$ cat src/rtl/decode_pkg.sv
// Shared decode definitions: control-bundle layout, branch encodings, bubble value.
package decode_pkg;

  localparam int unsigned CTRL_W = 15;

  // Bit positions inside the packed control bundle (MSB to LSB)
  localparam int unsigned CTRL_REG_WRITE     = 14;
  localparam int unsigned CTRL_ALU_SRC       = 13;
  localparam int unsigned CTRL_MEM_WRITE     = 12;
  localparam int unsigned CTRL_RESULT_SRC_HI = 11;
  localparam int unsigned CTRL_RESULT_SRC_LO = 10;
  localparam int unsigned CTRL_JUMP          = 9;
  localparam int unsigned CTRL_BRANCH_HI     = 8;
  localparam int unsigned CTRL_BRANCH_LO     = 6;
  localparam int unsigned CTRL_ALU_CTL_HI    = 5;
  localparam int unsigned CTRL_ALU_CTL_LO    = 2;
  localparam int unsigned CTRL_ALU_SRC_A     = 1;
  localparam int unsigned CTRL_PC_TGT_SRC    = 0;

  typedef enum logic [2:0] {
    BR_NONE = 3'b000,
    BR_BEQ  = 3'b001,
    BR_BNE  = 3'b010,
    BR_BLT  = 3'b011,
    BR_BGE  = 3'b100,
    BR_BLTU = 3'b101,
    BR_BGEU = 3'b110
  } branch_e;

  // All-zero bundle: no register write, no memory write, no jump, no branch
  localparam logic [CTRL_W-1:0] CTRL_BUBBLE = 15'd0;

  typedef struct packed {
    logic       reg_write;
    logic       alu_src;
    logic       mem_write;
    logic [1:0] result_src;
    logic       jump;
    branch_e    branch;
    logic [3:0] alu_control;
    logic       alu_src_a;
    logic       pc_target_src;
  } ctrl_t;

  // Flatten a control struct into the bundle layout used on the pipeline ports
  function automatic logic [CTRL_W-1:0] ctrl_pack(input ctrl_t c);
    return CTRL_W'(c);
  endfunction

endpackage

$ cat src/rtl/pipe_reg_en_clr.sv
// Generic pipeline register: async reset, synchronous clear (priority), enable.
module pipe_reg_en_clr #(
  parameter int unsigned W = 32
) (
  input  logic         clk,
  input  logic         rst,
  input  logic         en,
  input  logic         clr,
  input  logic [W-1:0] d,
  output logic [W-1:0] q
);

  // Clear beats enable so a flush overrides a stall
  always_ff @(posedge clk or posedge rst) begin
    if (rst) begin
      q <= '0;
    end else if (clr) begin
      q <= '0;
    end else if (en) begin
      q <= d;
    end
  end

endmodule

$ cat src/rtl/decode_execute_reg.sv
// ID/EX pipeline register with stall, flush-to-bubble, validity and bubble counter.
module decode_execute_reg
  import decode_pkg::*;
#(
  parameter int unsigned XLEN  = 32,
  parameter int unsigned CNT_W = 16
) (
  input  logic              clk,
  input  logic              rst,
  input  logic              StallE,
  input  logic              FlushE,
  input  logic              ValidD,
  input  logic [CTRL_W-1:0] CtrlD,
  input  logic [XLEN-1:0]   RD1D,
  input  logic [XLEN-1:0]   RD2D,
  input  logic [XLEN-1:0]   PCD,
  input  logic [XLEN-1:0]   ImmExtD,
  input  logic [XLEN-1:0]   PCPlus4D,
  input  logic [4:0]        Rs1D,
  input  logic [4:0]        Rs2D,
  input  logic [4:0]        RdD,
  output logic              ValidE,
  output logic [CTRL_W-1:0] CtrlE,
  output logic [XLEN-1:0]   RD1E,
  output logic [XLEN-1:0]   RD2E,
  output logic [XLEN-1:0]   PCE,
  output logic [XLEN-1:0]   ImmExtE,
  output logic [XLEN-1:0]   PCPlus4E,
  output logic [4:0]        Rs1E,
  output logic [4:0]        Rs2E,
  output logic [4:0]        RdE,
  output logic [CNT_W-1:0]  BubbleCount
);

  localparam int unsigned DATA_W = 5 * XLEN;
  localparam int unsigned IDX_W  = 15;

  logic              bubble_c;
  logic              load_en_c;
  logic [DATA_W-1:0] data_q;
  logic [IDX_W-1:0]  idx_q;
  logic [CNT_W-1:0]  bubble_cnt;

  // Flush wins over stall; an invalid D slot becomes a bubble only when not stalled
  always_comb begin
    bubble_c  = FlushE | (~StallE & ~ValidD);
    load_en_c = ~StallE;
  end

  pipe_reg_en_clr #(.W(1)) u_valid (
    .clk (clk),
    .rst (rst),
    .en  (load_en_c),
    .clr (bubble_c),
    .d   (1'b1),
    .q   (ValidE)
  );

  pipe_reg_en_clr #(.W(CTRL_W)) u_ctrl (
    .clk (clk),
    .rst (rst),
    .en  (load_en_c),
    .clr (bubble_c),
    .d   (CtrlD),
    .q   (CtrlE)
  );

  pipe_reg_en_clr #(.W(DATA_W)) u_data (
    .clk (clk),
    .rst (rst),
    .en  (load_en_c),
    .clr (bubble_c),
    .d   ({RD1D, RD2D, PCD, ImmExtD, PCPlus4D}),
    .q   (data_q)
  );

  // Zeroed indices keep forwarding comparators from ever matching a bubble
  pipe_reg_en_clr #(.W(IDX_W)) u_idx (
    .clk (clk),
    .rst (rst),
    .en  (load_en_c),
    .clr (bubble_c),
    .d   ({Rs1D, Rs2D, RdD}),
    .q   (idx_q)
  );

  // Free-running bubble counter, wraps silently
  always_ff @(posedge clk or posedge rst) begin
    if (rst) begin
      bubble_cnt <= '0;
    end else if (bubble_c) begin
      bubble_cnt <= bubble_cnt + CNT_W'(1);
    end
  end

  // Unpack registered groups onto the E-stage ports
  always_comb begin
    {RD1E, RD2E, PCE, ImmExtE, PCPlus4E} = data_q;
    {Rs1E, Rs2E, RdE}                    = idx_q;
    BubbleCount                          = bubble_cnt;
  end

endmodule
$ cat config.mk
export PLATFORM = sky130hd
export DESIGN_NAME = decode_execute_reg
export DESIGN_NICKNAME = d
export VERILOG_FILES = /design/src/rtl/decode_pkg.sv /design/src/rtl/pipe_reg_en_clr.sv /design/src/rtl/decode_execute_reg.sv
export SDC_FILE = /design/constraint.sdc
export NUM_CORES = 1
export LEC_CHECK = 0
export BUFFER_PORTS_ARGS = -buffer_cell sky130_fd_sc_hd__buf_2
export CORE_AREA = 2 2 158 160
export CTS_BUF_LIST = sky130_fd_sc_hd__clkbuf_4 sky130_fd_sc_hd__clkbuf_8
export CTS_CLUSTER_DIAMETER = 150
export CTS_CLUSTER_SIZE = 30
export DETAILED_ROUTE_END_ITERATION = 7
export DIE_AREA = 0 0 160 162
export PLACE_DENSITY = 0.75
export SETUP_SLACK_MARGIN = 0.4
export SKIP_LAST_GASP = 1
export SLEW_MARGIN = 20
export SYNTH_ARGS = -nofsm -noshare
export SYNTH_HDL_FRONTEND = slang
export SYNTH_HIERARCHICAL = 1
export SYNTH_SLANG_ARGS = --single-unit
$ cat constraint.sdc
create_clock -name clk -period 5.7 [get_ports clk]
set_clock_uncertainty 0.15 [all_clocks]
set_input_delay 0 -clock clk [delete_from_list [all_inputs] [get_ports clk]]
set_output_delay 0 -clock clk [all_outputs]
set_load 0.05 [all_outputs]
==> results by group, run 1 <==
Detailed routing
  – Antenna Violating Nets Remaining: 0
  – DRC: 0
  – Routed len/inst: ~17 um
  – Via count: approximately 7.5k
  – TritonRoute pass-1 iters: 4
  – Via density per instance: approximately 4.6
  – Detailed router's first-iteration violation count: 533
  – Final wirelength: between 20 and 30 mm

Worst setup path
  – Worst Setup Path Type: in -> reg
  – Worst Reg-to-Reg Cells: 3
  – Worst EP required: 5.97 ns
  – Reg2reg end: u_data/q[49]$_DFFE_PP0P_
  – Startpoint types: input pin
  – Slowest cell delay on critical path: approximately 0.61 ns
  – CP max FO: between 100 and 150
  – Critical Path AT: approximately 2.3 ns
  – Slowest CP cell: dlygate4sd3_1
  – Crit-path cells: buf_2 -> inv_8 -> buf_12 -> mux2i_1 -> nor2_1 -> dlygate4sd3_1
  – Flop2flop setup slack: between 4 and 5 ns
  – CP Capture Type: flip-flop
  – Reg-to-Reg Start: u_data/q[49]$_DFFE_PP0P_

STA
  – Worst slew margin: 38.8%
  – Fin. Hold Viols: 0
  – Period minus WS final: 2.07 ns
  – Worst slew pin tran: between 0.9 and 1 ns
  – Final Slew Violations: 0
  – Fmax: a little under 500 MHz
  – Period utilization: between 30% and 40%
  – Final Setup Violations: 0
  – RSZ-0062 raised after global routing: false
  – Setup tns final: 0 ns

Placement
  – Hpwl dp: 15.1 mm
  – RePlAce Congestion: approximately 0.78
  – Number of buffers added on ports: ~400
  – Placed cell area: 0.0106 mm2

Final layout
  – Commonest non-fill, non-tap cells in the layout: buf_2 (401), dlygate4sd3_1 (227), dfrtp_1 (207)
  – Layout Nets: between 1k and 1.5k
  – P&R area growth vs syn: 53.2%
  – Finished Cell Area: roughly 0.013 mm2
  – Layout cells sized above 1: about 33%
  – Ant. Diodes: 0
  – Fillers: slightly below 2k
  – Leading cell type in the layout, fill and taps excluded: buf_2

Power and ir drop
  – PwrDens: 240 mW/mm2
  – Final Power: about 3.1 mW
  – Worst vdd ir: about 250 uV
  – Leak: ~7.3 nW

Floorplan
  – Die Ht: between 150 and 200 um
  – Boundary pin count: between 400 and 500
  – Starting density of the core: ~35%
  – Die area: about 0.026 mm2
  – DIE WIDTH: between 150 and 200 um
  – FP Rows: 57
  – Placeable Area: 0.0241 mm2

Clocking
  – CTS tree: built
  – Num CTS Buffers: 10
  – Clk sinks: 207
  – Post-cts sizing count: 0
  – Bufs on Longest Clock Path: 3
  – Setup bufs post-CTS: 0
  – Root Buffer: clkbuf_8
  – Clk slew on worst S/H paths: 0.16 ns
  – Worst skew pair latency: 0.52 ns
  – H-tree Lvls: 1

Yosys
  – Syn avg cell area: roughly 13 um2
  – Sequential share of the synthesized area: between 60% and 70%
  – Post-synth net total: around 880
  – Synth top area cells: dfrtp_1 (61%), mux2i_1 (22%), nor2_1 (8.5%)
  – FF+latch count, synth: slightly above 200
  – Synth Warn #: 6
  – Most used flip-flop cell after synthesis: dfrtp_1
  – Cells after Synth: 680
  – Synth area leader: dfrtp_1
  – Number of synthesized flops with an enable pin: 0
  – Count of cell types in the netlist: 25
  – Post-synth top area share: between 60% and 70%
  – Asr flop ratio synth: 100%
  – Netlist Area Pre-Place: around 0.0085 mm2

Global routing
  – First-pass GRT wire length: 42.2 mm
  – Total GRT Usage: 20.0%
  – Vias in the first global route: ~8k
  – Initial antenna violation count: 0
  – Overflow after GRT: 0
  – Largest net degree at the start of global routing: 106

Min path
  – Hold/Removal Path Class: in -> async

Outcome
  – Status: complete, no violations

Flow run
  – Max-cap viol count: 0
## registers in the layout, indices dropped and copies added, names as in the netlist
name,cells
BubbleCount,16
u_ctrl/q,15
u_data/q,160
u_idx/q,15
u_valid/q,1
## synth_stat cells (all sizes together), types with 2 or more instances
library cell  instances
nand2                 5
xnor2                12
xor2                  3
mux2i               191
clkbuf               15
inv                   7
nand3                 6
buf                  28
dfrtp               207
nor2                193
nor3                  2
nand4                 5
## critical path, delay by kind of cell
family	cells	cell delay, ns
buf+inv	4	1.79
mux	1	0.30
simple gates	1	0.06
## layout make-up
cell class                      instances  area, um2  share of cell area, %
Tap cell                              324        405                   3.11
Timing Repair Buffer                  632       4320                   33.1
Sequential cell                       207       5180                   39.7
Multi-Input combinational cell        423       2950                   22.6
Clock inverter                          1       5.00                 0.0383
Inverter                                7       38.8                  0.297
Clock buffer                           11        151                   1.16
## logic make-up after synthesis
logic type	count (synthesis)	share of synthesized area [%]
flip-flops	207	60.8
multiplexers	192	22.6
AND/OR/NAND/NOR	213	10.1
adder cells (fa/ha/maj)	1	0.147
buffers and inverters	50	4.60
other	1	0.0440
XOR/XNOR	15	1.54
AO/OA/AOI/OAI	1	0.220
## worst max-delay path by stage
stage          startpoint                         end  slack, ns  cells after the start
6_report           StallE    u_data/q[68]$_DFFE_PP0P_       3.63                      6
5_1_grt            StallE    u_data/q[68]$_DFFE_PP0P_       3.51                      6
4_1_cts            StallE    u_data/q[68]$_DFFE_PP0P_       3.65                      6
3_5_place_dp       StallE  BubbleCount[1]$_DFFE_PP0P_       3.31                      4
3_3_place_gp       StallE  BubbleCount[1]$_DFFE_PP0P_       3.37                      4
2_1_floorplan         rst     u_data/q[0]$_DFFE_PP0P_       1.23                      1
## power by group
part | internal [mW] | leakage (nW) | total [mW] | switching (mW)
logic | 0.315 | 4.46 | 0.893 | 0.578
clock network | 0.178 | 0.0830 | 0.605 | 0.427
registers | 1.56 | 2.79 | 1.63 | 0.0745
## per-stage QoR
stage | utilization, % | cells | setup WS, ns | hold WS, ns
finish | 54.1 | 1605 | 3.63 | 0.0129
global route | 54.1 | 1605 | 3.51 | 0.0687
CTS | 54.1 | 1605 | 3.65 | 0.0259
detailed placement | 44.1 | 1366 | 3.31 | -0.247
global placement | 44.1 | 1366 | 3.37 | -0.248
floorplan | - | 680 | 1.23 | -0.421
## what timing repair did
action,CTS,global route
endpoints found under the setup margin,0,0
endpoints found under the hold margin,330,0
hold buffers,227,0
## routing by layer
layer	GRT usage [%]	part of all wire, %	vias to the layer above
met4	7.53	3.6	0
met2	35.8	50	369
met5	0	0	-
met3	4.98	7.8	76
li1	-	-	3421
met1	23.3	39	3595
(Power assumes the default switching activity.)
==> run 2: changes to the inputs <==
- ABC_AREA: default -> 1
- CORE_AREA: 2 2 158 160 -> 2 2 157 159
- DIE_AREA: 0 0 160 162 -> 0 0 159 161
- PLACE_DENSITY: 0.75 -> 0.78
- clock period: 5.7 -> 1.7 ns (I/O delays scaled with it)
==> results by group, run 2 <==
Yosys
  – FF+latch count, synth: 207 (unchanged)
  – Post-synth top area share: 61.1% (+0.29 points)
  – Asr flop ratio synth: 100% (unchanged)
  – Post-synth net total: 1137 (+30%)
  – Most numerous cell in the Yosys netlist: nand2_1
  – Syn avg cell area: 9.01 um2 (-28%)
  – Synth area leader: dfrtp_1
  – Most frequent cells after synthesis: nand2_1 (413), dfrtp_1 (207), nand3_1 (194), buf_2 (24), inv_1 (19)
  – Cells after Synth: 941 (+38%)
  – Count of cell types in the netlist: 26 (+4.0%)
  – Number of synthesized flops with an enable pin: 0 (unchanged)
  – Synth Warn #: 6 (unchanged)
  – Netlist Area Pre-Place: 0.00848 mm2 (-0.47%)
  – Sequential share of the synthesized area: 61.1% (+0.29 points)
  – Synth top area cells: dfrtp_1 (61%), nand2_1 (18%), nand3_1 (11%)
  – Most used flip-flop cell after synthesis: dfrtp_1

Final layout
  – Reg area: 0.00519 mm2 (+0.29%)
  – P&R area growth vs syn: 90.0%
  – Fillers: 1479 (-24%)
  – Commonest non-fill, non-tap cells in the layout: nand2_1 (403), buf_6 (208), dlygate4sd3_1 (203)
  – Multi-input gate area: 0.00346 mm2 (+17%)
  – Fin util: 67.3% (+13 points)
  – Post-Layout Cell Count: 1990 (+24%)
  – Layout Nets: 1859 (+26%)
  – Largest register FFs: 160 (unchanged)
  – Layout cells sized above 1: 43.8% (+11 points)
  – Largest Register: u_data/q
  – Leading cell type in the layout, fill and taps excluded: nand2_1

STA
  – Final Setup Violations: 0 (unchanged)
  – Period minus WS final: between 1 and 1.5 ns
  – Fin. Hold Viols: 87 (+87)
  – Fmax: just over 700 MHz
  – RSZ-0062 raised after global routing: true
  – Period utilization: about 83%
  – Final WS setup: 0.291 ns (-3.34 ns)
  – Worst hold margin: -0.168 ns (-0.181 ns)
  – Worst slew margin: 52.9% (+14 points)
  – Worst slew pin tran: 0.705 ns (-0.212 ns)
  – Final Slew Violations: 0 (unchanged)

Clocking
  – Bufs on Longest Clock Path: 3 (unchanged)
  – H-tree Lvls: 1 (unchanged)
  – Worst skew pair latency: 0.54 ns (+0.02 ns)
  – Num CTS Buffers: 10 (unchanged)
  – CTS tree: built
  – Root Buffer: clkbuf_8
  – Clk sinks: 207 (unchanged)
  – Clk slew on worst S/H paths: 0.18 ns (+0.02 ns)

Global routing
  – Total GRT Usage: 27.2% (+7.2 points)
  – Overflow after GRT: 0 (unchanged)
  – Initial antenna violation count: 2 (+2)
  – First-pass GRT wire length: 56.1 mm (+33%)
  – Largest net degree at the start of global routing: 105 (-0.94%)
  – Vias in the first global route: 10.4k (+30%)

Floorplan
  – Die area: 0.0256 mm2 (-1.2%)
  – Placeable Area: 0.0240 mm2 (-0.59%)
  – FP Rows: 57 (unchanged)
  – Boundary pin count: 402 (unchanged)
  – DIE WIDTH: 159 um (-0.63%)
  – Starting density of the core: 35.4% (+0.043 points)
  – Die Ht: 161 um (-0.62%)

Power and ir drop
  – Worst vdd ir: 726 uV (+190%)
  – Combinational power share: 35.4% (+6.9 points)
  – Switching power: 4.35 mW (+300%)
  – Int Pwr: 7.62 mW (+270%)
  – Leak: 8.62 nW (+18%)
  – Sequential Power Share: 46.8% (-5.3 points)
  – Sw Share: 36.4% (+1.9 points)
  – Clock Power Share: 17.8% (-1.5 points)
  – Final Power: 12.0 mW (+280%)
  – PwrDens: 743 mW/mm2 (+210%)

Worst setup path
  – Worst Setup Path Type: reg -> reg
  – Crit-path cells: buf_4 -> inv_1 -> nor2_2 -> nand2_2 -> nor2_4 -> nand3_1 -> nand2_1 -> inv_1
  – CP Capture Type: flip-flop
  – CP max FO: 3 (-97%)
  – Crit path top cell by count: inv_1
  – Slowest CP cell: dfrtp_2
  – Worst EP required: 2.02 ns (-3.95 ns)
  – Critical Path AT: 1.72 ns (-0.62 ns)
  – Flop2flop setup slack: 0.29 ns (-3.84 ns)
  – Startpoint types: flip-flop
  – Slowest cell delay on critical path: 0.42 ns (-0.19 ns)

Placement
  – Hpwl dp: 18.4 mm (+22%)
  – Number of buffers added on ports: 401 (unchanged)
  – Dpl ws: 0.109 ns (-3.20 ns)
  – RePlAce Congestion: 0.876 (+13%)
  – Placed cells: 1627 (+19%)

Detailed routing
  – Via density per instance: 5.14 (+11%)
  – Via count: 10.2k (+37%)
  – Detailed router's first-iteration violation count: 946 (+77%)
  – TritonRoute pass-1 iters: 6 (+2)
  – DRC: 0 (unchanged)
  – Antenna Violating Nets Remaining: 0 (unchanged)
  – Final wirelength: 39.8 mm (+48%)
  – Routed len/inst: 20.0 um (+19%)

Outcome
  – Failing checks: negative hold slack
  – Status: complete, but fails checks

Min path
  – Hold/Removal Path Class: in -> reg

Flow run
  – Max-cap viol count: 0 (unchanged)
[run 2: power by group through the flow]
stage | sequential [mW] | clock (mW) | combinational (mW)
floorplan | 6.67 | 0 | 0.854
global placement | 5.58 | 0 | 2.75
detailed placement | 5.59 | 0 | 2.79
CTS | 5.56 | 2.19 | 3.71
global route | 5.64 | 2.37 | 4.40
finish | 5.61 | 2.13 | 4.24
[run 2: critical path: cells and delay by family, from the launching register on]
family / cells / cell delay [ns]
buffers and inverters: 3 / 0.24
AND/OR/NAND/NOR: 5 / 0.54
flip-flops: 1 / 0.42
[run 2: logic make-up (layout without fill, tap and decap cells)]
family                   count (synthesis)  in the layout  synth area share [%]
AND/OR/NAND/NOR                        637            637                  32.0
other                                    1              3                0.0442
XOR/XNOR                                 9              9                 0.929
AO/OA/AOI/OAI                            4              4                 0.369
buffers and inverters                   82            805                  5.44
flip-flops                             207            207                  61.1
adder cells (fa/ha/maj)                  1              1                 0.147
[run 2: path summary, 6_finish.rpt]
| kind | endpoint | start | cells past startpoint |
|---|---|---|---|
| max | BubbleCount[14]$_DFFE_PP0P_ | BubbleCount[5]$_DFFE_PP0P_ | 8 |
| min | u_data/q[40]$_DFFE_PP0P_ | StallE | 5 |
| max reg2reg | BubbleCount[14]$_DFFE_PP0P_ | BubbleCount[5]$_DFFE_PP0P_ | 8 |
| min reg2reg | u_data/q[76]$_DFFE_PP0P_ | u_data/q[76]$_DFFE_PP0P_ | 2 |
| max in group asynchronous | u_data/q[10]$_DFFE_PP0P_ | rst | 4 |
| min in group asynchronous | u_ctrl/q[3]$_DFFE_PP0P_ | rst | 3 |
[run 2: timing repair]
item,in CTS,in global routing
setup buffers,58,84
endpoints found under the setup margin,212,255
resized for setup,373,72
hold buffers,205,1
pin swaps,9,19
hold endpoints to repair,413,46
[run 2: layout make-up]
cell class | instances | area share, %
Timing Repair Buffer | 770 | 42.1
Sequential cell | 207 | 32.2
Multi-Input combinational cell | 652 | 21.5
Tap cell | 324 | 2.52
Clock buffer | 12 | 0.986
Inverter | 22 | 0.629
Clock inverter | 1 | 0.0311
Antenna cell | 2 | 0.0311
[run 2: through the flow]
stage                     instance area, um2  setup TNS (ns)
after global routing                   16100               0
after floorplan                         9080          -76.61
final                                  16100               0
after global placement                 11400               0
after detailed placement               11400               0
after CTS                              15200               0
[run 2: metal layers]
layer	global-route usage [%]	vias up	wire [um]
li1	-	4406	-
met1	31.7	4925	13900
met2	46.7	711	19800
met3	6.34	189	3600
met4	15.2	0	2540
met5	0	-	0
